==> src/rtl/mux2_arb_pkg.sv <==
// Shared types and constants for the 2:1 stream arbiter.
//   src_e : source id, doubles as the downstream mux select (0 = A, 1 = B)
//   occ_e : occupancy of the one-entry output register
package mux2_arb_pkg;

  typedef enum logic {
    SRC_A = 1'b0,
    SRC_B = 1'b1
  } src_e;

  typedef enum logic {
    EMPTY,
    FULL
  } occ_e;

  localparam int unsigned DefaultDataW = 8;

endpackage

==> src/rtl/mux2_arb_out_reg.sv <==
// One-entry valid/ready output register.
// Accepts a new entry when empty or when the held entry leaves in the same cycle,
// so a steady stream passes at one beat per cycle without bubbles.
// Ports:
//   clk, rst_n            clock, asynchronous active-low reset
//   in_valid/in_ready     upstream handshake, in_data payload
//   out_valid/out_ready   downstream handshake, out_data registered payload
module mux2_arb_out_reg
  import mux2_arb_pkg::*;
#(
  parameter int unsigned Width = DefaultDataW + 1
) (
  input  logic             clk,
  input  logic             rst_n,
  input  logic             in_valid,
  output logic             in_ready,
  input  logic [Width-1:0] in_data,
  output logic             out_valid,
  input  logic             out_ready,
  output logic [Width-1:0] out_data
);

  occ_e             occ_q, occ_d;
  logic [Width-1:0] data_q, data_d;
  logic             load;

  always_comb begin
    // Gated by reset so nothing looks accepted while the register is being cleared.
    in_ready = rst_n && ((occ_q == EMPTY) || out_ready);
    load     = in_valid && in_ready;
    occ_d    = occ_q;
    data_d   = data_q;
    case (occ_q)
      EMPTY:   if (load) occ_d = FULL;
      FULL:    if (out_ready && !load) occ_d = EMPTY;
      default: occ_d = EMPTY;
    endcase
    if (load) data_d = in_data;
  end

  always_ff @(posedge clk or negedge rst_n) begin
    if (!rst_n) begin
      occ_q  <= EMPTY;
      data_q <= '0;
    end else begin
      occ_q  <= occ_d;
      data_q <= data_d;
    end
  end

  assign out_valid = (occ_q == FULL);
  assign out_data  = data_q;

endmodule

==> src/rtl/mux2_stream_arbiter.sv <==
// Round-robin arbiter merging two valid/ready streams (A, B) into one registered
// output beat plus the select bit (out_src) that steers the downstream 2:1 mux.
// Optional packet lock: define MUX2_ARB_PKT_LOCK_EN to add a_last/b_last; a granted
// source then keeps the grant until its last beat is accepted.
// Ports:
//   clk, rst_n                    clock, asynchronous active-low reset
//   a_valid/a_ready/a_data(/a_last) source A stream
//   b_valid/b_ready/b_data(/b_last) source B stream
//   out_valid/out_ready/out_data  registered output stream
//   out_src                       id of the source that produced out_data
module mux2_stream_arbiter
  import mux2_arb_pkg::*;
#(
  parameter int unsigned DATA_W     = DefaultDataW,
  parameter logic        RESET_PRIO = 1'b0
) (
  input  logic              clk,
  input  logic              rst_n,
  input  logic              a_valid,
  output logic              a_ready,
  input  logic [DATA_W-1:0] a_data,
`ifdef MUX2_ARB_PKT_LOCK_EN
  input  logic              a_last,
  input  logic              b_last,
`endif
  input  logic              b_valid,
  output logic              b_ready,
  input  logic [DATA_W-1:0] b_data,
  output logic              out_valid,
  input  logic              out_ready,
  output logic [DATA_W-1:0] out_data,
  output logic              out_src
);

  src_e            prio_q, prio_d;
  src_e            gnt_src;
  logic            grant_a, grant_b, gnt_valid;
  logic            can_load, accept;
  logic [DATA_W:0] load_data, held_data;

`ifdef MUX2_ARB_PKT_LOCK_EN
  logic lock_q, lock_d;
  src_e lock_src_q, lock_src_d;
  logic gnt_last;
`endif

  always_comb begin
    grant_a = a_valid && (!b_valid || (prio_q == SRC_A));
    grant_b = b_valid && (!a_valid || (prio_q == SRC_B));
`ifdef MUX2_ARB_PKT_LOCK_EN
    // Inside a packet only the owner may be granted, even if it is idle.
    if (lock_q) begin
      grant_a = a_valid && (lock_src_q == SRC_A);
      grant_b = b_valid && (lock_src_q == SRC_B);
    end
`endif
  end

  assign gnt_valid = grant_a || grant_b;
  assign gnt_src   = grant_b ? SRC_B : SRC_A;
  assign load_data = grant_b ? {1'b1, b_data} : {1'b0, a_data};
  assign accept    = gnt_valid && can_load;
  assign a_ready   = can_load && grant_a;
  assign b_ready   = can_load && grant_b;

`ifdef MUX2_ARB_PKT_LOCK_EN
  assign gnt_last = grant_b ? b_last : a_last;
`endif

  always_comb begin
    prio_d = prio_q;
`ifdef MUX2_ARB_PKT_LOCK_EN
    lock_d     = lock_q;
    lock_src_d = lock_src_q;
    if (accept) begin
      if (gnt_last) begin
        lock_d = 1'b0;
        prio_d = src_e'(~gnt_src);
      end else begin
        lock_d     = 1'b1;
        lock_src_d = gnt_src;
      end
    end
`else
    if (accept) prio_d = src_e'(~gnt_src);
`endif
  end

  always_ff @(posedge clk or negedge rst_n) begin
    if (!rst_n) begin
      prio_q <= src_e'(RESET_PRIO);
    end else begin
      prio_q <= prio_d;
    end
  end

`ifdef MUX2_ARB_PKT_LOCK_EN
  always_ff @(posedge clk or negedge rst_n) begin
    if (!rst_n) begin
      lock_q     <= 1'b0;
      lock_src_q <= SRC_A;
    end else begin
      lock_q     <= lock_d;
      lock_src_q <= lock_src_d;
    end
  end
`endif

  // Source id travels as the MSB so select and payload are always registered together.
  mux2_arb_out_reg #(
    .Width(DATA_W + 1)
  ) u_out_reg (
    .clk      (clk),
    .rst_n    (rst_n),
    .in_valid (gnt_valid),
    .in_ready (can_load),
    .in_data  (load_data),
    .out_valid(out_valid),
    .out_ready(out_ready),
    .out_data (held_data)
  );

  assign out_data = held_data[DATA_W-1:0];
  assign out_src  = held_data[DATA_W];

endmodule

==> config.mk <==
export PLATFORM = sky130hd
export DESIGN_NAME = mux2_stream_arbiter
export DESIGN_NICKNAME = d
export VERILOG_FILES = /design/src/rtl/mux2_arb_pkg.sv /design/src/rtl/mux2_arb_out_reg.sv /design/src/rtl/mux2_stream_arbiter.sv
export SDC_FILE = /design/constraint.sdc
export NUM_CORES = 1
export LEC_CHECK = 0
export CORE_MARGIN = 2
export CORE_UTILIZATION = 35
export CTS_BUF_LIST = sky130_fd_sc_hd__clkbuf_16
export CTS_CLUSTER_DIAMETER = 100
export DETAILED_ROUTE_END_ITERATION = 10
export DONT_BUFFER_PORTS = 1
export PLACE_DENSITY_LB_ADDON = 0.12
export SYNTH_ARGS = -nofsm -noshare
export SYNTH_HDL_FRONTEND = slang
export SYNTH_HIERARCHICAL = 1
export SYNTH_SLANG_ARGS = --single-unit
==> constraint.sdc <==
create_clock -name clk -period 1.4 [get_ports clk]
set_clock_uncertainty 0.15 [all_clocks]
set_input_delay 0.28 -clock clk [delete_from_list [all_inputs] [get_ports clk]]
set_output_delay 0.28 -clock clk [all_outputs]
set_load 0.005 [all_outputs]
==> flow_results.org, run 1 <==
** Placement
- Routability-driven placement finished with a final weighted congestion of 0.711.
- The HPWL after detailed placement is just under 900 um.
- In this run the tool buffered the top-level ports with 0 buffer cells.
- Placed Instance Area :: slightly above 700 sq um

** Worst setup path
- Worst path max stage delay :: 370 ps
- STA classifies the critical path startpoint as a flop.
- STA puts the critical path data arrival time at 1440 ps.
- At the worst endpoint, the required time is 1360 ps.
- The slowest stage of the critical path belongs to the cell sky130_fd_sc_hd__dfrtp_1.
- STA classifies the critical path endpoint as a flop.
- Critical path's top delay family :: multiplexers
- Largest driver fanout on the critical path :: 5
- The critical path is of the flop to flop type.
- Crit path buf inv count :: 0
- By instance count, the cell type seen most on the critical path is sky130_fd_sc_hd__mux2_4.
- Sequence of cells on the critical path :: nand2b_4 > nand2_8 > mux2_4 > mux2_4

** Status
- Outcome :: finished with violations
- Failing checks :: negative setup slack

** Synth
- In this run, synthesis produced a sequential element count of 11.
- Of the post-synthesis cell area, the dominant cell type holds 0.413.
- Main synth FF type :: sky130_fd_sc_hd__dfrtp_1
- Gate count of the mapped netlist :: 43
- Among all cell types in the netlist, the one instantiated most often is sky130_fd_sc_hd__mux2_4.
- Counting flops with an async set or reset pin after synthesis yields a share of 1.00.
- Cell taking the most area after synthesis :: sky130_fd_sc_hd__dfrtp_1
- Number of warnings printed during yosys synthesis :: 6
- Syn Nets :: 64
- The share of the Yosys chip area taken by registers is 0.413.
- In the synthesized netlist, the cells that appear most often are sky130_fd_sc_hd__mux2_4 (17), sky130_fd_sc_hd__dfrtp_1 (11), sky130_fd_sc_hd__a21oi_1 (2), sky130_fd_sc_hd__nand2_1 (2), sky130_fd_sc_hd__nand2b_4 (2).
- Post-synth EDFFs :: 0
- The synthesized netlist contains 14 unique library cells.
- Main area contributors after synthesis :: sky130_fd_sc_hd__dfrtp_1 (41%), sky130_fd_sc_hd__mux2_4 (38%), sky130_fd_sc_hd__nand2b_4 (4.1%), sky130_fd_sc_hd__buf_12 (3.0%), sky130_fd_sc_hd__nand2_8 (3.0%)
- Mean area per synthesized cell :: 15.5 sq um
- Post-synthesis cell area :: about 670 sq um

** CTS
- CTS tree :: done
- Register clock-pin slew on the reported worst setup and hold paths :: 40 ps
- Clock latency on the worst-skew pair, taken at its later pin, is 230 ps.
- CTS built an H-tree with a depth of 1.
- Clock tree sinks :: 11
- In this run the clock root is driven by a sky130_fd_sc_hd__clkbuf_16.
- Number of clock buffers inserted by TritonCTS :: 3
- In this run the deepest clock path goes through 2 buffers.

** Cells and area
- Counting the fill cells in the layout gives 175.
- With fillers left out, the area of the finished cells amounts to 868 sq um.
- From synthesis to final layout, the design area changed by 30.2%.
- Post-layout net count :: 79
- Layout cell share with drive strength beyond 1 :: 0.684
- Antenna diode count :: 0

** Routing
- Post-detailed-route DRC marker count :: 0
- Across all layers, the routed design uses 393 vias.
- In this run the remaining antenna-violating nets after routing total 0.
- Drt first pass iters :: 2
- After the first detailed-routing iteration, the DRC count stood at 6.
- Aggregate routed wire length :: 1250 um
- Via density per instance :: 4.79
- Dividing the detail-routed wire length by the instance count gives 15.2 um.

** Floorplanning
- The floorplan step defined a die boundary enclosing ~0.0023 sq mm.
- Starting density of the core :: 0.378
- Total core area :: about 0.0018 sq mm
- In this run the vertical extent of the chip is 47.7 um.
- 33 I/O pins were placed.
- From left edge to right edge, the die measures 47.7 um.
- Standard-cell rows :: 15

** GRT
- Maximum number of pins on one net before global-route repair :: 12
- In the global route stage, overall resource usage came out at 0.112.
- Number of antenna violations at the first check in global routing :: 0
- The number of global-route vias before repair is 367.
- The first global-routing pass estimated 1660 um of wire.
- GRT overflow :: 0

** STA
- The routed design could run at a clock period as short as 1480 ps.
- The final number of max-transition violations is 0.
- Setup repair after global routing could not meet its margin everywhere.
- Setup total negative slack :: -773 ps
- Setup violations remaining at the end of the flow were counted as 11.
- For this run, the top clock speed supported by timing is 0.675 GHz.
- At the pin with the least slew margin, the transition time is a little over 500 ps.
- Post-route clock period utilization :: 1.06
- Setup slack after layout :: -81.6 ps
- Count of endpoints failing hold in the final timing report :: 0
- In this run the tightest slew margin relative to its limit is 0.656.

** Run
- Across the run, the number of max-cap violations was 0.

** Pwr
- The worst-case IR drop observed on VDD is approximately 0.00094 V.
- Power density normalized to cell area :: ~1400 mW/mm^2
- Static Leakage :: 0.427 nW

** Worst hold path
- Worst min-delay path class :: input port to flop
==> final timing paths <==
path / from / to / slack [ps] / depth (start not counted)
setup / recovery: prio_q / u_out_reg/out_data[4] / -80 / 4
hold / removal: rst_n / u_out_reg/out_valid / 60 / 2
setup reg to reg: prio_q / u_out_reg/out_data[4] / -80 / 4
hold reg to reg: u_out_reg/out_data[6] / u_out_reg/out_data[6] / 390 / 1
max in group asynchronous: rst_n / u_out_reg/out_data[0] / 440 / 1
min in group asynchronous: rst_n / u_out_reg/out_valid / 310 / 1
==> what timing repair did <==
action | 4_1_cts | 5_1_grt
endpoints found under the hold margin | 12 | 0
pin swaps | 3 | 3
setup buffers | 4 | 2
resized for setup | 3 | 0
cloned | 1 | 0
hold buffers | 2 | 0
setup endpoints to repair | 10 | 10
==> sequential cells by signal, indices dropped and copies added (netlist names) <==
| register | flops |
|---|---|
| u_out_reg/out_data | 9 |
| prio_q | 1 |
| u_out_reg/out_valid | 1 |
==> stage by stage <==
step,setup slack [ps],power [mW],std cells,util,hold slack (ps)
finish,-81.6,1.24,82,0.492,62.6
global route,-117,1.31,82,0.492,52.1
CTS,-95.6,1.25,80,0.484,54.6
detailed placement,-116,0.696,69,0.400,-165
global placement,-96.0,0.687,69,0.400,-165
floorplan,-61.4,0.657,43,-,-166
==> metal layers <==
metal / routed length (um) / global-route usage / vias to the layer above
li1: - / - / 181
met5: 0 / 0 / -
met2: 644 / 0.195 / 17
met3: 88 / 0.0604 / 0
met1: 515 / 0.120 / 195
met4: 0 / 0.0270 / 0
==> kinds of logic after synthesis <==
logic type      count (synthesis)  share of synthesized area
compound gates                  3                     0.0244
buf+inv                         2                     0.0356
flops                          11                      0.413
mux                            17                      0.383
simple gates                   10                      0.144
==> layout make-up <==
class / instances / area, sq um / area share
multi-input combinational: 31 / 387 / 0.445
sequential: 11 / 275 / 0.317
timing repair buffer: 10 / 92.6 / 0.107
clock buffer: 3 / 75.1 / 0.0865
tap: 25 / 31.3 / 0.0360
clock inverter: 1 / 3.75 / 0.00432
inverter: 1 / 3.75 / 0.00432
==> cells in the final DEF, fill, tap and decap left out, types with 2 or more instances in the layout <==
cell type	count
sky130_fd_sc_hd__dfrtp_1	11
sky130_fd_sc_hd__nand2_2	2
sky130_fd_sc_hd__clkbuf_16	3
sky130_fd_sc_hd__inv_1	2
sky130_fd_sc_hd__buf_4	7
sky130_fd_sc_hd__nand2b_4	2
sky130_fd_sc_hd__mux2_4	17
sky130_fd_sc_hd__dlygate4sd3_1	2
==> power breakdown <==
part           switching [mW]  internal [mW]
Sequential             0.0555          0.391
Clock                   0.128          0.374
Combinational          0.0938          0.199
Total                   0.277          0.964
Note: power is estimated with default switching activity, not from simulation.
==> inputs of run 2 (changes only) <==
==> constraint.sdc (replaced) <==
create_clock -name clk -period 1.4 [get_ports clk]
set_clock_uncertainty 0.15 [all_clocks]
set_input_delay 0.42 -clock clk [delete_from_list [all_inputs] [get_ports clk]]
set_output_delay 0.42 -clock clk [all_outputs]
set_load 0.005 [all_outputs]
==> run 2 against run 1 <==
Effect of this change:
- the run still ends with negative setup slack left
- clock power rose by 2%
- count of clock-buffer cells in the layout did not move
- die area did not move
- sequential cell count did not move
- global-route usage rose by 2.6 points
- worst setup slack got worse by 140 ps
- final cell count rose by 1.2%
==> flow_results.org, run 2 (synthesis results as in run 1) <==
** Status
- The flow ran to the end, but the final reports show violations.
- Failing checks :: negative setup slack

** STA
- Max-slew violations :: 0 (unchanged)
- Final setup vio count :: 11 (unchanged)
- The clock period minus worst slack was 1620 ps (+139 ps).
- The final count of hold timing violations was 0 (unchanged).
- The maximum frequency from static timing analysis is 0.617 GHz (-8.6%).
- Setup slack after layout :: -220 ps (-139 ps)
- Post-route worst hold slack :: 141 ps (+78.1 ps)
- Setup repair after global routing could not meet its margin everywhere.
- Setup total negative slack :: -1950 ps (-1180 ps)
- Tightest Pin Transition :: 509 ps (-5.50 ps)
- Headroom to the max-slew limit :: 0.660 (+0.00368)
- Post-route clock period utilization :: 1.16 (+0.0990)

** GRT
- The number of antenna violations at the first check in global routing is 0 (unchanged).
- Wire length of the first global-routing pass :: 2040 um (+23%)
- The number of global-route vias before repair is 454 (+24%).
- The largest net degree at the start of global routing was 14 (+2).
- GRT overflow :: 0 (unchanged)
- The total global routing track utilization is 0.138 (+0.0265).

** Routing
- Aggregate routed wire length :: 1480 um (+19%)
- The routed length per instance is 17.8 um (+17%).
- DRC marker count from the first detailed-route iteration :: 4 (-2)
- Count of antenna-violating nets left after detailed routing :: 0 (unchanged)
- The total via count in the routed design is 410 (+4.3%).
- Via density per instance :: 4.94 (+3.1%)
- Post-detailed-route DRC marker count :: 0 (unchanged)
- Drt first pass iters :: 2 (unchanged)

** Worst setup path
- Critical path required time :: 830 ps (-530 ps)
- The slowest stage of the critical path is the sky130_fd_sc_hd__dfrtp_1 cell.
- The maximum fanout encountered on the critical timing path is 3 (-2).
- The setup slack of the worst register-to-register path is -180 ps (-100 ps).
- The worst endpoint data arrival time came to 1050 ps (-390 ps).
- The endpoint identified for the worst register-to-register timing path is u_out_reg/out_data[8].
- Startpoint of the most critical setup path :: u_out_reg/out_valid
- Worst path max stage delay :: 400 ps (+30 ps)
- Sequence of cells on the critical path :: nand2b_4 > and2_4 > nand2_2 > a21oi_2
- Startpoint of the lowest-slack register-to-register path :: u_out_reg/out_valid
- Critical path class :: flop to output pin
- Number of cells on the worst reg-to-reg path :: 6 (+2)
- STA classifies the critical path startpoint as a flop.
- Type of destination of the critical path :: output pin

** Pwr
- The power per unit of standard cell area is 1410 mW/mm^2 (-1.4%).
- Overall power consumption :: 1.28 mW (+2.8%)
- Maximum vdd drop :: 0.000842 V (-10%)
- The leakage power is 0.443 nW (+3.8%).

** Worst hold path
- Hold Path Depth :: 1 (-1)
- Startpoint of the most critical hold path :: b_valid
- The worst hold path terminates at prio_q.
- Worst min-delay path class :: input port to flop

** CTS
- Clock tree sinks :: 11 (unchanged)
- CTS HTree Levels :: 1 (unchanged)
- Register clock-pin slew on the reported worst setup and hold paths :: 40 ps (about the same)
- Number of clock buffers inserted by TritonCTS :: 3 (unchanged)
- Clock latency on the worst-skew pair :: 230 ps (about the same)
- The maximum root-to-sink buffer count is 2 (unchanged).
- The tree is rooted in a sky130_fd_sc_hd__clkbuf_16.
- TritonCTS built the clock tree.

** Floorplanning
- The total I/O pin count came to 33 (unchanged).
- The die area came to 0.00227 sq mm (unchanged).
- The number of rows created at floorplan came to 15 (unchanged).
- The core region area was 0.00176 sq mm (unchanged).
- Die X-Extent :: 47.7 um (unchanged)
- The starting density of the core came to 0.378 (unchanged).
- Height of the die :: 47.7 um (unchanged)

** Placement
- Number of port buffers :: 0 (unchanged)
- Post-placement worst setup slack :: -104 ps (+12.1 ps)
- Routability congestion estimate :: 0.689 (-3.1%)

** Cells and area
- The library cells used most frequently in the layout, excluding fill and tap cells, are sky130_fd_sc_hd__mux2_4 (17), sky130_fd_sc_hd__dfrtp_1 (11), sky130_fd_sc_hd__buf_4 (7), sky130_fd_sc_hd__clkbuf_16 (4).
- Antenna diode count :: 0 (unchanged)
- Layout cell share with drive strength beyond 1 :: 0.707 (+0.0227)
- Most frequent standard cell in the layout excluding fill and tap cells :: sky130_fd_sc_hd__mux2_4
- Final Util :: 0.513 (+0.0213)
- Post-layout net count :: 80 (+1.3%)
- Max reg flops :: 9 (unchanged)
- Area Growth Syn to Fin :: 35.8%

** Run
- Count of maximum capacitance violations :: 0 (unchanged)
-- run 2: final cells by class --
class                   count  area (sq um)
multi-input cells          31           398
inverters                   1          3.75
fillers                   168           858
repair buffers             11           119
flip-flops and latches     11           275
clock inverters             1          3.75
clock buffers               3          75.1
well taps                  25          31.3
-- run 2: per-stage QoR --
step / instance area, sq um / instances
2_1_floorplan: 676 / 43
5_1_grt: 906 / 83
6_report: 906 / 83
3_5_place_dp: 722 / 70
4_1_cts: 845 / 78
3_3_place_gp: 722 / 70
-- run 2: worst max path at each step --
stage                       endpoint  slack, ps  depth (start not counted)
6_report                     a_ready       -220                          4
5_1_grt                      a_ready       -260                          4
4_1_cts                      b_ready       -220                          3
3_5_place_dp   u_out_reg/out_data[1]       -100                          4
3_3_place_gp   u_out_reg/out_data[4]        -80                          5
2_1_floorplan  u_out_reg/out_data[0]        -60                          5
-- run 2: routing by layer --
metal	GRT usage	wire length, um	up-vias	part of all wire
met5	0	0	-	0
met4	0.0486	0	0	0
met3	0.0792	126	0	0.085
met2	0.251	810	22	0.55
met1	0.129	542	207	0.37
li1	-	-	181	-
-- run 2: timing repair --
item | CTS | global route
setup endpoints to repair | 10 | 11
gates cloned | 1 | 1
setup buffers | 3 | 3
endpoints found under the hold margin | 11 | 11
resized for setup | 3 | 1
pin swaps | 3 | 1
-- run 2: critical path: cells and delay by family, from the launching register on --
| kind | cells | cell delay, ps |
|---|---|---|
| flip-flops | 1 | 400 |
| AND/OR/NAND/NOR | 3 | 280 |
| AO/OA/AOI/OAI | 1 | 130 |
-- run 2: power by group --
group | switching, mW | internal, mW | leakage, nW
Combinational | 0.103 | 0.213 | 0.273
Clock | 0.135 | 0.374 | 0.0423
Sequential | 0.0601 | 0.391 | 0.128
Total | 0.298 | 0.978 | 0.443
==> inputs of run 3 (changes only) <==
--- a/config.mk
+++ b/config.mk
@@ -9,8 +9,8 @@
 export CORE_UTILIZATION = 35
 export CTS_BUF_LIST = sky130_fd_sc_hd__clkbuf_16
-export CTS_CLUSTER_DIAMETER = 100
 export DETAILED_ROUTE_END_ITERATION = 10
 export DONT_BUFFER_PORTS = 1
 export PLACE_DENSITY_LB_ADDON = 0.12
+export SLEW_MARGIN = 20
 export SYNTH_ARGS = -nofsm -noshare
 export SYNTH_HDL_FRONTEND = slang
==> constraint.sdc (replaced) <==
create_clock -name clk -period 1.4 [get_ports clk]
set_clock_uncertainty 0.15 [all_clocks]
set_input_delay 0 -clock clk [delete_from_list [all_inputs] [get_ports clk]]
set_output_delay 0 -clock clk [all_outputs]
set_load 0.005 [all_outputs]
==> run 3 against run 2 <==
Effect of this change:
- the flow finishes with violations (negative hold slack, negative setup slack)
- non-clock buffer count up 15
- register-to-register slack better by 80 ps
- cell area increased by 14%
- sequential power about the same
- hold slack got worse by 830 ps
- sequential cell count stayed put
- clock power grew 1%
- first-iteration DRC count up 25%
- count of clock-buffer cells in the layout stayed put
- critical path type is now flop to flop
==> flow_results.org, run 3 (synthesis results as in run 1) <==
** Status
- The final reports fail on negative hold slack, negative setup slack.
- The run finished, with violations left.

** Cells and area
- The number of nets in the layout was 95 (+19%).
- The area of the multi-input gates is 384 sq um (-3.5%).
- Most frequent cells in the layout :: sky130_fd_sc_hd__dlygate4sd3_1 (20), sky130_fd_sc_hd__mux2_4 (17), sky130_fd_sc_hd__dfrtp_1 (11), sky130_fd_sc_hd__buf_4 (5), sky130_fd_sc_hd__clkbuf_16 (3)
- Area Growth Syn to Fin :: 54.6%
- Most frequent standard cell in the layout excluding fill and tap cells :: sky130_fd_sc_hd__dlygate4sd3_1
- Antenna diode count :: 0 (unchanged)
- The proportion of layout cells with a drive suffix above 1 came to 0.493 (-0.214).
- Final Util :: 0.584 (+0.0709)
- The number of filler instances in the final layout came to 161 (-4.2%).
- Final std cells w/o fill :: 98 (+18%)
- Area taken by flip-flops and latches :: 275 sq um (unchanged)
- The number of flip-flops under the largest register name came to 9 (unchanged).

** Routing
- The final routed DRC violation total was 0 (unchanged).
- The detail-routed via count per cell is 4.70 (-4.8%).
- Drt first pass iters :: 2 (unchanged)
- Wire length per cell after detailed routing :: 15.5 um (-13%)
- Aggregate routed wire length :: 1520 um (+2.7%)
- Count of antenna-violating nets left after detailed routing :: 0 (unchanged)
- The total via count in the routed design is 461 (+12%).
- DRC marker count from the first detailed-route iteration :: 5 (+1)

** GRT
- Total GRT Usage :: 0.142 (+0.00376)
- The remaining global-route overflow came to 0 (unchanged).
- The number of global-route vias before repair was 467 (+2.9%).
- The largest net degree at the start of global routing was 14 (unchanged).
- The number of antenna violations at the first check in global routing is 0 (unchanged).
- The first-pass GRT wire length came to 2130 um (+4.4%).

** Worst setup path
- Startpoint of the lowest-slack register-to-register path :: prio_q
- Critical path required time :: 1370 ps (+540 ps)
- The worst setup path is captured at a flop.
- The setup slack of the worst register-to-register path came to -100 ps (+80 ps).
- Capturing point of the worst reg2reg path :: u_out_reg/out_data[6]
- The worst setup path is launched from a flop.
- The depth of the worst register-to-register path is 4 (-2).
- Data arrival time of the worst path :: 1470 ps (+420 ps)
- Largest driver fanout on the critical path :: 5 (+2)
- Critical path class :: flop to flop

** STA
- The ratio of final minimum period to clock period came to 1.07 (-0.0850).
- Final worst path period need :: 1500 ps (-119 ps)
- Max-slew violations :: 0 (unchanged)
- Maximum achievable frequency :: 0.666 GHz (+7.9%)
- Tightest Pin Transition :: 291 ps (-218 ps)
- Headroom to the max-slew limit :: 0.805 (+0.146)
- The count of endpoints failing setup in the final report is 8 (-3).
- Setup total negative slack :: -761 ps (+1190 ps)
- Post-route worst hold slack :: -694 ps (-834 ps)
- Setup repair after global routing could not meet its margin everywhere.
- Setup slack after layout :: -101 ps (+119 ps)
- Count of endpoints failing hold in the final timing report :: 12 (+12)

** CTS
- Register clock-pin slew on the reported worst setup and hold paths :: 40 ps (about the same)
- TritonCTS built the clock tree.
- Total of hold buffers inserted after clock tree synthesis :: 20
- The number of H-tree levels was 1 (unchanged).
- The worst-skew pair later-pin latency came to 240 ps (about the same).
- CTS Root Cell :: sky130_fd_sc_hd__clkbuf_16
- Number of clock buffers inserted by TritonCTS :: 3 (unchanged)
- Clock tree sinks :: 11 (unchanged)
- Maximum count of clock buffers along a single path :: 2 (unchanged)

** Pwr
- The power per unit of standard cell area came to 1260 mW/mm^2 (-11%).
- Overall power consumption :: 1.29 mW (+1.4%)
- Maximum vdd drop :: 0.000978 V (+16%)
- Static Leakage :: 0.491 nW (+11%)

** Placement
- Post-placement worst setup slack :: -117 ps (-12.4 ps)
- Number of port buffers :: 0 (unchanged)
- The number of placed cells counting well taps came to 70 (unchanged).
- Detailed placement finished with a half-perimeter wire length of 899 um.
- Routability congestion estimate :: 0.758 (+10%)

** Floorplanning
- Full die area :: 0.00227 sq mm (unchanged)
- The starting density of the core was 0.378 (unchanged).
- The number of rows created at floorplan came to 15 (unchanged).
- Height of the die :: 47.7 um (unchanged)
- Die X-Extent :: 47.7 um (unchanged)
- The total I/O pin count was 33 (unchanged).
- Total core area :: 0.00176 sq mm (unchanged)

** Worst hold path
- The tightest min-delay check is of the input port to asynchronous set/reset pin type.

** Run
- The number of violations of the max-capacitance limit was 0 (unchanged).
## run 3: layer usage
metal	track usage	wire length [um]
met2	0.259	857
met1	0.152	566
met5	0	0
met3	0.0604	78
met4	0.0324	17
## run 3: area by class of cell
cell class,instances,area share
Clock buffer,3,0.0728
Inverter,1,0.00364
Timing Repair Buffer,26,0.250
Tap cell,25,0.0303
Clock inverter,1,0.00364
Multi-Input combinational cell,31,0.373
Sequential cell,11,0.267
## run 3: timing repair
action / 4_1_cts / 5_1_grt
endpoints found under the setup margin: 8 / 10
cloned: 1 / 0
resized for setup: 0 / 2
hold endpoints to repair: 22 / 12
pin swaps: 2 / 0
buffers inserted: 3 / 0
## run 3: worst max-delay path by stage
stage                     slack (ps)               endpoint   start  cells past startpoint
after detailed placement        -120  u_out_reg/out_data[4]  prio_q                      4
after global placement          -100  u_out_reg/out_data[4]  prio_q                      4
after global routing            -130  u_out_reg/out_data[5]  prio_q                      4
after CTS                        -90  u_out_reg/out_data[4]  prio_q                      4
after floorplan                  -60  u_out_reg/out_data[0]  prio_q                      4
final                           -100  u_out_reg/out_data[6]  prio_q                      4
## run 3: power breakdown
group / internal [mW] / switching, mW / leakage, nW / total [mW]
sequential: 0.391 / 0.0570 / 0.128 / 0.448
clock: 0.375 / 0.139 / 0.0423 / 0.514
combinational: 0.230 / 0.102 / 0.321 / 0.332
total: 0.996 / 0.298 / 0.491 / 1.29
## run 3: worst max-delay path: stages (launching register included)
cell and delay (ps):
sky130_fd_sc_hd__dfrtp_1 380, sky130_fd_sc_hd__nand2b_4 190, sky130_fd_sc_hd__nand2_8 110, sky130_fd_sc_hd__mux2_4 300, sky130_fd_sc_hd__mux2_4 250
## run 3: stage by stage
stage	cell area (sq um)	hold slack, ps
6_report	1030	-694
5_1_grt	1030	-701
4_1_cts	1030	-694
3_5_place_dp	713	-445
3_3_place_gp	713	-445
2_1_floorplan	667	-446
